$ cat config.mk
export PLATFORM = sky130hd
export DESIGN_NAME = keypad_scanner
export DESIGN_NICKNAME = d
export VERILOG_FILES = /design/src/rtl/keypad_pkg.sv /design/src/rtl/sync_2ff.sv /design/src/rtl/keypad_scanner.sv
export SDC_FILE = /design/constraint.sdc
export NUM_CORES = 1
export LEC_CHECK = 0
export CORE_MARGIN = 2
export CORE_UTILIZATION = 51
export DETAILED_ROUTE_END_ITERATION = 10
export GPL_TIMING_DRIVEN = 0
export HOLD_SLACK_MARGIN = 0.08
export PLACE_DENSITY = 0.74
export SYNTH_ARGS = -nofsm -noshare
export SYNTH_HDL_FRONTEND = slang
export SYNTH_SLANG_ARGS = --single-unit
$ cat constraint.sdc
create_clock -name clk -period 2.1 [get_ports clk]
set_input_delay 0.21 -clock clk [delete_from_list [all_inputs] [get_ports clk]]
set_output_delay 0.21 -clock clk [all_outputs]
set_load 0.05 [all_outputs]
$ cat src/rtl/keypad_pkg.sv
// Shared types and constants for the 4x4 keypad scanner.
package keypad_pkg;

    localparam int unsigned NumCols  = 4;
    localparam int unsigned NumRows  = 4;
    localparam int unsigned KeyCodeW = 4;

    typedef enum logic [1:0] {
        StScan,
        StDebounce,
        StHeld,
        StRelease
    } kp_state_e;

    // Index of the lowest-numbered active-low row (0 if none are low).
    function automatic logic [1:0] lowest_low_row(input logic [NumRows-1:0] rows_n);
        logic [1:0] idx;
        idx = 2'd0;
        for (int i = NumRows - 1; i >= 0; i--) begin
            if (!rows_n[i]) idx = 2'(i);
        end
        return idx;
    endfunction

endpackage

$ cat src/rtl/sync_2ff.sv
// Two-flop synchronizer for asynchronous board inputs, parameterized width and reset value.
module sync_2ff #(
    parameter int unsigned       Width    = 1,
    parameter logic [Width-1:0] ResetVal = '0
) (
    input  logic             clk,
    input  logic             reset,
    input  logic [Width-1:0] d,
    output logic [Width-1:0] q
);

    logic [Width-1:0] meta_q;
    logic [Width-1:0] sync_q;

    always_ff @(posedge clk or posedge reset) begin
        if (reset) begin
            meta_q <= ResetVal;
            sync_q <= ResetVal;
        end else begin
            meta_q <= d;
            sync_q <= meta_q;
        end
    end

    assign q = sync_q;

endmodule

$ cat src/rtl/keypad_scanner.sv
// 4x4 matrix keypad scanner with debounce; define KEYPAD_REPEAT_EN to add auto-repeat
// of key_valid while a key stays held.
module keypad_scanner
    import keypad_pkg::*;
#(
    parameter int unsigned SCAN_DIV_BITS  = 16,
    parameter int unsigned DEBOUNCE_TICKS = 4,
    parameter int unsigned REPEAT_TICKS   = 64
) (
    input  logic                clk,
    input  logic                reset,
    input  logic [NumRows-1:0]  row_n,
    output logic [NumCols-1:0]  col_en,
    output logic                key_valid,
    output logic [KeyCodeW-1:0] key_code,
    output logic                key_down
);

    if (DEBOUNCE_TICKS < 1 || DEBOUNCE_TICKS > 15 || REPEAT_TICKS < 1) begin : g_bad_params
        $error("keypad_scanner: DEBOUNCE_TICKS must be 1..15 and REPEAT_TICKS >= 1");
    end

    localparam logic [3:0] DbLast = 4'(DEBOUNCE_TICKS);

    logic [NumRows-1:0]       row_sync;
    logic [SCAN_DIV_BITS-1:0] div_q;
    logic                     scan_tick;

    kp_state_e             state_q, state_d;
    logic [1:0]            col_q, col_d;
    logic [1:0]            row_q, row_d;
    logic [3:0]            cnt_q, cnt_d;
    logic [3:0]            cnt_inc;
    logic [KeyCodeW-1:0]   code_q, code_d;
    logic                  down_q, down_d;
    logic                  valid_q, valid_d;
    logic                  row_low;
    logic                  any_low;

`ifdef KEYPAD_REPEAT_EN
    localparam int unsigned   RepW    = $clog2(REPEAT_TICKS + 1);
    localparam logic [RepW-1:0] RepLast = RepW'(REPEAT_TICKS);
    logic [RepW-1:0] rep_q, rep_d, rep_inc;
    assign rep_inc = rep_q + RepW'(1);
`endif

    sync_2ff #(
        .Width    (NumRows),
        .ResetVal ({NumRows{1'b1}})
    ) u_row_sync (
        .clk   (clk),
        .reset (reset),
        .d     (row_n),
        .q     (row_sync)
    );

    assign scan_tick = &div_q;
    assign row_low   = ~row_sync[row_q];
    assign any_low   = ~&row_sync;
    assign cnt_inc   = cnt_q + 4'd1;

    always_comb begin
        state_d = state_q;
        col_d   = col_q;
        row_d   = row_q;
        cnt_d   = cnt_q;
        code_d  = code_q;
        down_d  = down_q;
        valid_d = 1'b0;
`ifdef KEYPAD_REPEAT_EN
        rep_d   = rep_q;
`endif
        if (scan_tick) begin
            unique case (state_q)
                StScan: begin
                    if (any_low) begin
                        row_d   = lowest_low_row(row_sync);
                        cnt_d   = '0;
                        state_d = StDebounce;
                    end else begin
                        col_d = col_q + 2'd1;
                    end
                end
                StDebounce: begin
                    if (row_low) begin
                        cnt_d = cnt_inc;
                        if (cnt_inc == DbLast) begin
                            state_d = StHeld;
                            valid_d = 1'b1;
                            code_d  = {row_q, col_q};
                            down_d  = 1'b1;
`ifdef KEYPAD_REPEAT_EN
                            rep_d   = '0;
`endif
                        end
                    end else begin
                        state_d = StScan;
                        col_d   = col_q + 2'd1;
                    end
                end
                StHeld: begin
                    if (!row_low) begin
                        cnt_d   = '0;
                        state_d = StRelease;
                    end
`ifdef KEYPAD_REPEAT_EN
                    else if (rep_inc == RepLast) begin
                        rep_d   = '0;
                        valid_d = 1'b1;
                    end else begin
                        rep_d = rep_inc;
                    end
`endif
                end
                StRelease: begin
                    // A bounce back to low resumes the hold without a new event.
                    if (row_low) begin
                        state_d = StHeld;
`ifdef KEYPAD_REPEAT_EN
                        rep_d   = '0;
`endif
                    end else begin
                        cnt_d = cnt_inc;
                        if (cnt_inc == DbLast) begin
                            state_d = StScan;
                            down_d  = 1'b0;
                            col_d   = col_q + 2'd1;
                        end
                    end
                end
                default: state_d = StScan;
            endcase
        end
    end

    always_ff @(posedge clk or posedge reset) begin
        if (reset) begin
            div_q   <= '0;
            state_q <= StScan;
            col_q   <= '0;
            row_q   <= '0;
            cnt_q   <= '0;
            code_q  <= '0;
            down_q  <= 1'b0;
            valid_q <= 1'b0;
        end else begin
            div_q   <= div_q + SCAN_DIV_BITS'(1);
            state_q <= state_d;
            col_q   <= col_d;
            row_q   <= row_d;
            cnt_q   <= cnt_d;
            code_q  <= code_d;
            down_q  <= down_d;
            valid_q <= valid_d;
        end
    end

`ifdef KEYPAD_REPEAT_EN
    always_ff @(posedge clk or posedge reset) begin
        if (reset) rep_q <= '0;
        else       rep_q <= rep_d;
    end
`endif

    assign col_en    = ~(4'b0001 << col_q);
    assign key_valid = valid_q;
    assign key_code  = code_q;
    assign key_down  = down_q;

endmodule

Yosys cells after proc, flatten, opt, wreduce, memory -nomap -nowiden
Cells that the tools add are included.
- register bits after elaboration: 40
- bits of input ports: 6
- output and inout port bits: 10
- word-level logic and storage cells: 75
- add/sub/neg operators: 3
- $lt $le $gt $ge: 1
- equality and inequality tests: 14
- shift-type cells: 1
- mux-type cells: 32
- bitwise operators: 3
- reductions and logical operators: 11
- operators by type and width (kind ; count):
    21-bit AND reduction ; 2
    20-bit AND reduction ; 2
    2-bit 2-to-1 mux ; 14
    19-bit AND reduction ; 1
    18-bit AND reduction ; 1
    16-bit by 1-bit adder with 16-bit output (second input constant) ; 1
    4-bit 2-to-1 mux ; 4
    2-bit inequality test (second input constant) ; 8
    4-bit case mux with 4 select lines ; 1
    16-bit AND reduction ; 1
    1-bit 2-to-1 mux ; 9
    2-bit case mux with 4 select lines ; 1
    3-bit inequality test (second input constant) ; 2
    2-bit case mux with 3 select lines ; 1
    4-bit by 1-bit adder with 4-bit output (second input constant) ; 1
    2-bit equality test (second input constant) ; 2
    4-bit by 3-bit equality test with 1-bit output (second input constant) ; 1
    4-bit NOT ; 1
    4-bit AND reduction ; 1
    1-bit by 2-bit left shift with 4-bit output (first input constant) ; 1
    2-bit by 3-bit < comparator with 1-bit output (second input constant) ; 1
    3-bit nonzero test ; 1
    2-bit by 1-bit adder with 2-bit output (second input constant) ; 1
    1-bit binary-select mux with 2-bit select ; 1
    other kinds (5) ; 6

Longest topological paths before layout
- depth after elaboration: 6
- depth in mapped cells: 7
- depth with buffers taken out: 6

Modules after synthesis
From an unflattened synthesis, not the netlist that was laid out.
- cell total of the unflattened synthesis: 160
- area, all modules: 1849.3 µm²
- by module, submodules not included (module ; instances ; cells each ; area an instance (µm²) ; seq. area each (µm²)):
    keypad_scanner ; 1 ; 151 ; 1635.3 ; 800.8
    sync_2ff ; 1 ; 9 ; 214.0 ; 210.2

Least setup slack after synthesis
No wires, ideal clock.
- path kind: flip-flop to flip-flop
- start: register cnt_q[0]
- end: register code_q[0], in the netlist key_code[0]
- setup time: 125 ps
- arrival: 2008 ps
- setup slack: -32 ps
- stages on the path, launching flop included: 7
- path buffers: 0
- clock period less this slack: 2132 ps
- path through: dfrtp_1 > ha_1 > or3b_2 > o41ai_2 > nand3_2 > nor4_4 > mux2_2
- cells in the longest elaborated chain, start to end: 3
- RTL lines (element ; line ; RTL):
    from (decl) ; keypad_scanner.sv:32 ; logic [3:0] cnt_q, cnt_d;
    from (signal assigned) ; keypad_scanner.sv:151 ; cnt_q <= cnt_d;
    4-bit by 1-bit adder with 4-bit output ; keypad_scanner.sv:60 ; assign cnt_inc = cnt_q + 4'd1;
    4-bit by 3-bit equality test with 1-bit output ; keypad_scanner.sv:87 ; if (cnt_inc == DbLast) begin
    19-bit AND reduction (no line) ; - ;
    to (signal assigned) ; keypad_scanner.sv:152 ; code_q <= code_d;
    to (decl) ; keypad_scanner.sv:34 ; logic [KeyCodeW-1:0] code_q, code_d;
No other way between the ends.
A chain may end at the register's enable or synchronous reset.

Worst setup path after layout
- start: register row_q[0]
- end: register code_q[3], in the netlist key_code[3]
- cells in the longest elaborated chain, start to end: 4
- RTL lines (element ; line ; RTL):
    from (decl) ; keypad_scanner.sv:31 ; logic [1:0] row_q, row_d;
    from (signal assigned) ; keypad_scanner.sv:150 ; row_q <= row_d;
    1-bit binary-select mux with 2-bit select ; keypad_scanner.sv:58 ; assign row_low = ~row_sync[row_q];
    1-bit 2-to-1 mux (implied by the code) ; keypad_scanner.sv:58 ;
    1-bit NOT (no line) ; - ;
    19-bit AND reduction (no line) ; - ;
No other way between the ends. The select of a mux whose other input is x is not followed.

==> reports/results.tsv <==
metric	value	unit
cts_buffers	5	
power_frac_clock	0.507	
vias	1313	
worstSetupPathType	reg -> reg	
ctsHoldBuffers	0	
via_per_inst	5.36	
tns	0	ps
finalWorstSetupSlack	49.5	ps
fp.dieW	65.4	um
die_y	65.4	um
worstPathArrival	2220	ps
clk_latency	280	ps
grt_pass1_vias	1277	
hold_class	in -> reg	
worst_pin_slew	798	ps
status	complete, no violations	
wl	3450	um
antenna_found_initial	0	
critPathLaunchType	flop	
syn_to_final_growth	27.0	%
ys_ff_latch	40	
final_cell_area	2440	um2
async_flop_share	1.00	
pre_cts_slack	-208	ps
synth_ff_type	dfrtp_1	
synth_edf_count	0	
initial_core_util	0.529	
endpoint_kind	flop	
min_period_over_period	0.976	
finalCriticalPeriod	2050	ps
skew	3.61	ps
synthCells	164	
row_count	22	
place_area	2130	um2
grt_max_degree	41	
clk_pin_slew_worst_paths	80	ps
r2r_end	key_code[3]$_DFFE_PP0P_	
diodes	0	
cp_cell_sequence	mux4_2, or3_4, nor4_4, buf_4, mux2_4	
overflow	0	
startpoint	row_q[0]$_DFFE_PP0P_	
sw_frac_of_total	0.170	
internal_power	1.39	mW
yosysUniqueCellTypes	45	
min_path_cells	1	
drc	0	
cellPowerDensity	687	nW/um2
num-fill-cells	285	
drtPass1Iterations	4	
layout-drive-gt1-share	0.269	
slowest_delay	570	ps
worstHoldStart	row_n[1]	
max_slew_margin	0.467	
io_buffers	15	
crit_required	2270	ps
seqCellArea	1010	um2
leakage	1.08	nW
finalNetCount	209	
synth_area_per_cell	11.7	um2
met3_usage	0.0582	
cap_violations	0	
met2_usage	0.281	
htree_levels	2	
clock-root-buffer	clkbuf_8	
combPwrFrac	0.021	
hold-path-endpoint	u_row_sync.meta_q[1]$_DFF_PP1_	
peakVddDrop	0.471	mV
die_area	4280	um2
grt_pass1_wl	5720	um
multiInputGateArea	908	um2
reg2reg_slack	50	ps
synthesis.area	1920	um2
critPathSlowestCell	mux4_2	
grtUsageTotal	0.177	
crit_path_max_fanout	4	
coreArea	3630	um2
power.switching	0.285	mW
power_frac_seq	0.471	
yosysSeqAreaShare	0.526	
yosysWarnings	0	
drt-initial-drc-count	49	
busiest_layer	met2	
wl_per_cell	14.1	um
ant_nets	0	
setup_viol	0	
use_met1	0.239	
hold_viol	0	
rsz0062_at_grt	true	
timing.fmax	488	MHz
slew_violations	0	
dp.final_hpwl	2360	um
clock_path_buffers	2	
reg2reg_depth	5	
io_pins	16	
syn_nets	177	
finish.utilization	0.671	
total_power	1.68	mW
cts_tree	done	
finalWeightedCongestion	0.809	
r2r_start	row_q[0]$_DFFE_PP0P_	
cts_num_sinks	40	
[repair_timing]
action	CTS	global route
gates resized for setup	8	12
cloned	0	0
endpoints found under the setup margin	6	14
setup buffers	5	5
pin swaps	2	3
[routing by layer]
layer  up-vias  wire, um
met1       644      1680
met4         0        29
li1        647         -
met2        18      1640
met5         -         0
met3         4        94
[placed cells by master (no fill, tap or decap), types with 2 or more instances in the layout]
master	count
clkbuf_8	5
clkdlybuf4s50_1	12
dfstp_2	8
nand4_1	6
dlymetal6s2s_1	3
a21oi_1	3
inv_1	10
xnor2_1	10
buf_6	3
buf_4	8
mux2_4	4
o221ai_1	2
ha_1	6
nand2_1	16
or2_2	2
mux2i_1	2
nor2_1	8
bufinv_16	3
o31ai_1	2
nand3_1	13
nor4_4	3
dfrtp_1	29
mux2_2	2
o21ai_0	2
xor2_1	5
dfrtp_2	3
[power by group through the flow]
stage	Clock [mW]	Combinational (mW)	Sequential (mW)
after floorplan	0	0.0208	0.803
after global placement	0	0.0351	0.804
after detailed placement	0	0.0371	0.805
after CTS	0.872	0.0371	0.790
after global routing	0.910	0.0404	0.791
final	0.851	0.0356	0.790
[per-stage QoR]
step                cells  hold WS (ps)
detailed placement    227           348
finish                245           331
CTS                   240           323
floorplan             164           214
global placement      227           346
global route          245           317
[cell families (layout without fill, tap and decap cells)]
family / after synthesis / after routing / synth area share
AO/OA/AOI/OAI: 18 / 18 / 0.0762
AND/OR/NAND/NOR: 61 / 61 / 0.190
flip-flops: 40 / 40 / 0.526
buffers and inverters: 13 / 46 / 0.0280
multiplexers: 9 / 9 / 0.0573
XOR/XNOR: 16 / 16 / 0.0768
adder cells (fa/ha/maj): 7 / 7 / 0.0456
[state kept, by name, indices dropped and copies added, names as in the netlist, named ones only]
signal / count
key_down: 1
cnt_q: 4
key_valid: 1
u_row_sync.meta_q: 4
key_code: 4
row_q: 2
state_q: 1
col_q: 2
div_q: 16
u_row_sync.q: 4
[how the worst max path moves through the flow]
stage / cells past startpoint / to / slack, ps
floorplan: 4 / key_code[0]$_DFFE_PP0P_ / -10
global placement: 4 / key_code[2]$_DFFE_PP0P_ / -150
detailed placement: 6 / key_code[2]$_DFFE_PP0P_ / -210
CTS: 4 / col_en[2] / 7
global route: 5 / cnt_q[2]$_DFFE_PP0P_ / -50
finish: 5 / key_code[3]$_DFFE_PP0P_ / 50
[cell type report]
cell class / instances / share of cell area
multi-input cells: 111 / 0.372
plain buffers: 2 / 0.00667
repair buffers: 25 / 0.0985
inverters: 11 / 0.0169
clock inverters: 3 / 0.0369
flip-flops and latches: 40 / 0.416
clock buffers: 5 / 0.0282
well taps: 48 / 0.0246
[critical path: cells and delay by family, from the launching register on]
kind | cells | cell delay (ps)
flops | 1 | 380
mux | 2 | 870
buf+inv | 1 | 190
simple gates | 2 | 500
[cells in the mapped netlist, drive strengths merged (4+ instances only)]
library cell / count / area share
dfrtp: 32 / 0.42
nor2: 8 / 0.016
mux2: 6 / 0.035
nor4: 4 / 0.032
nand3: 14 / 0.039
inv: 11 / 0.021
xor2: 5 / 0.023
nand2: 16 / 0.031
dfstp: 8 / 0.11
xnor2: 11 / 0.054
ha: 7 / 0.046
nand4: 6 / 0.020
(Power assumes the default switching activity.)
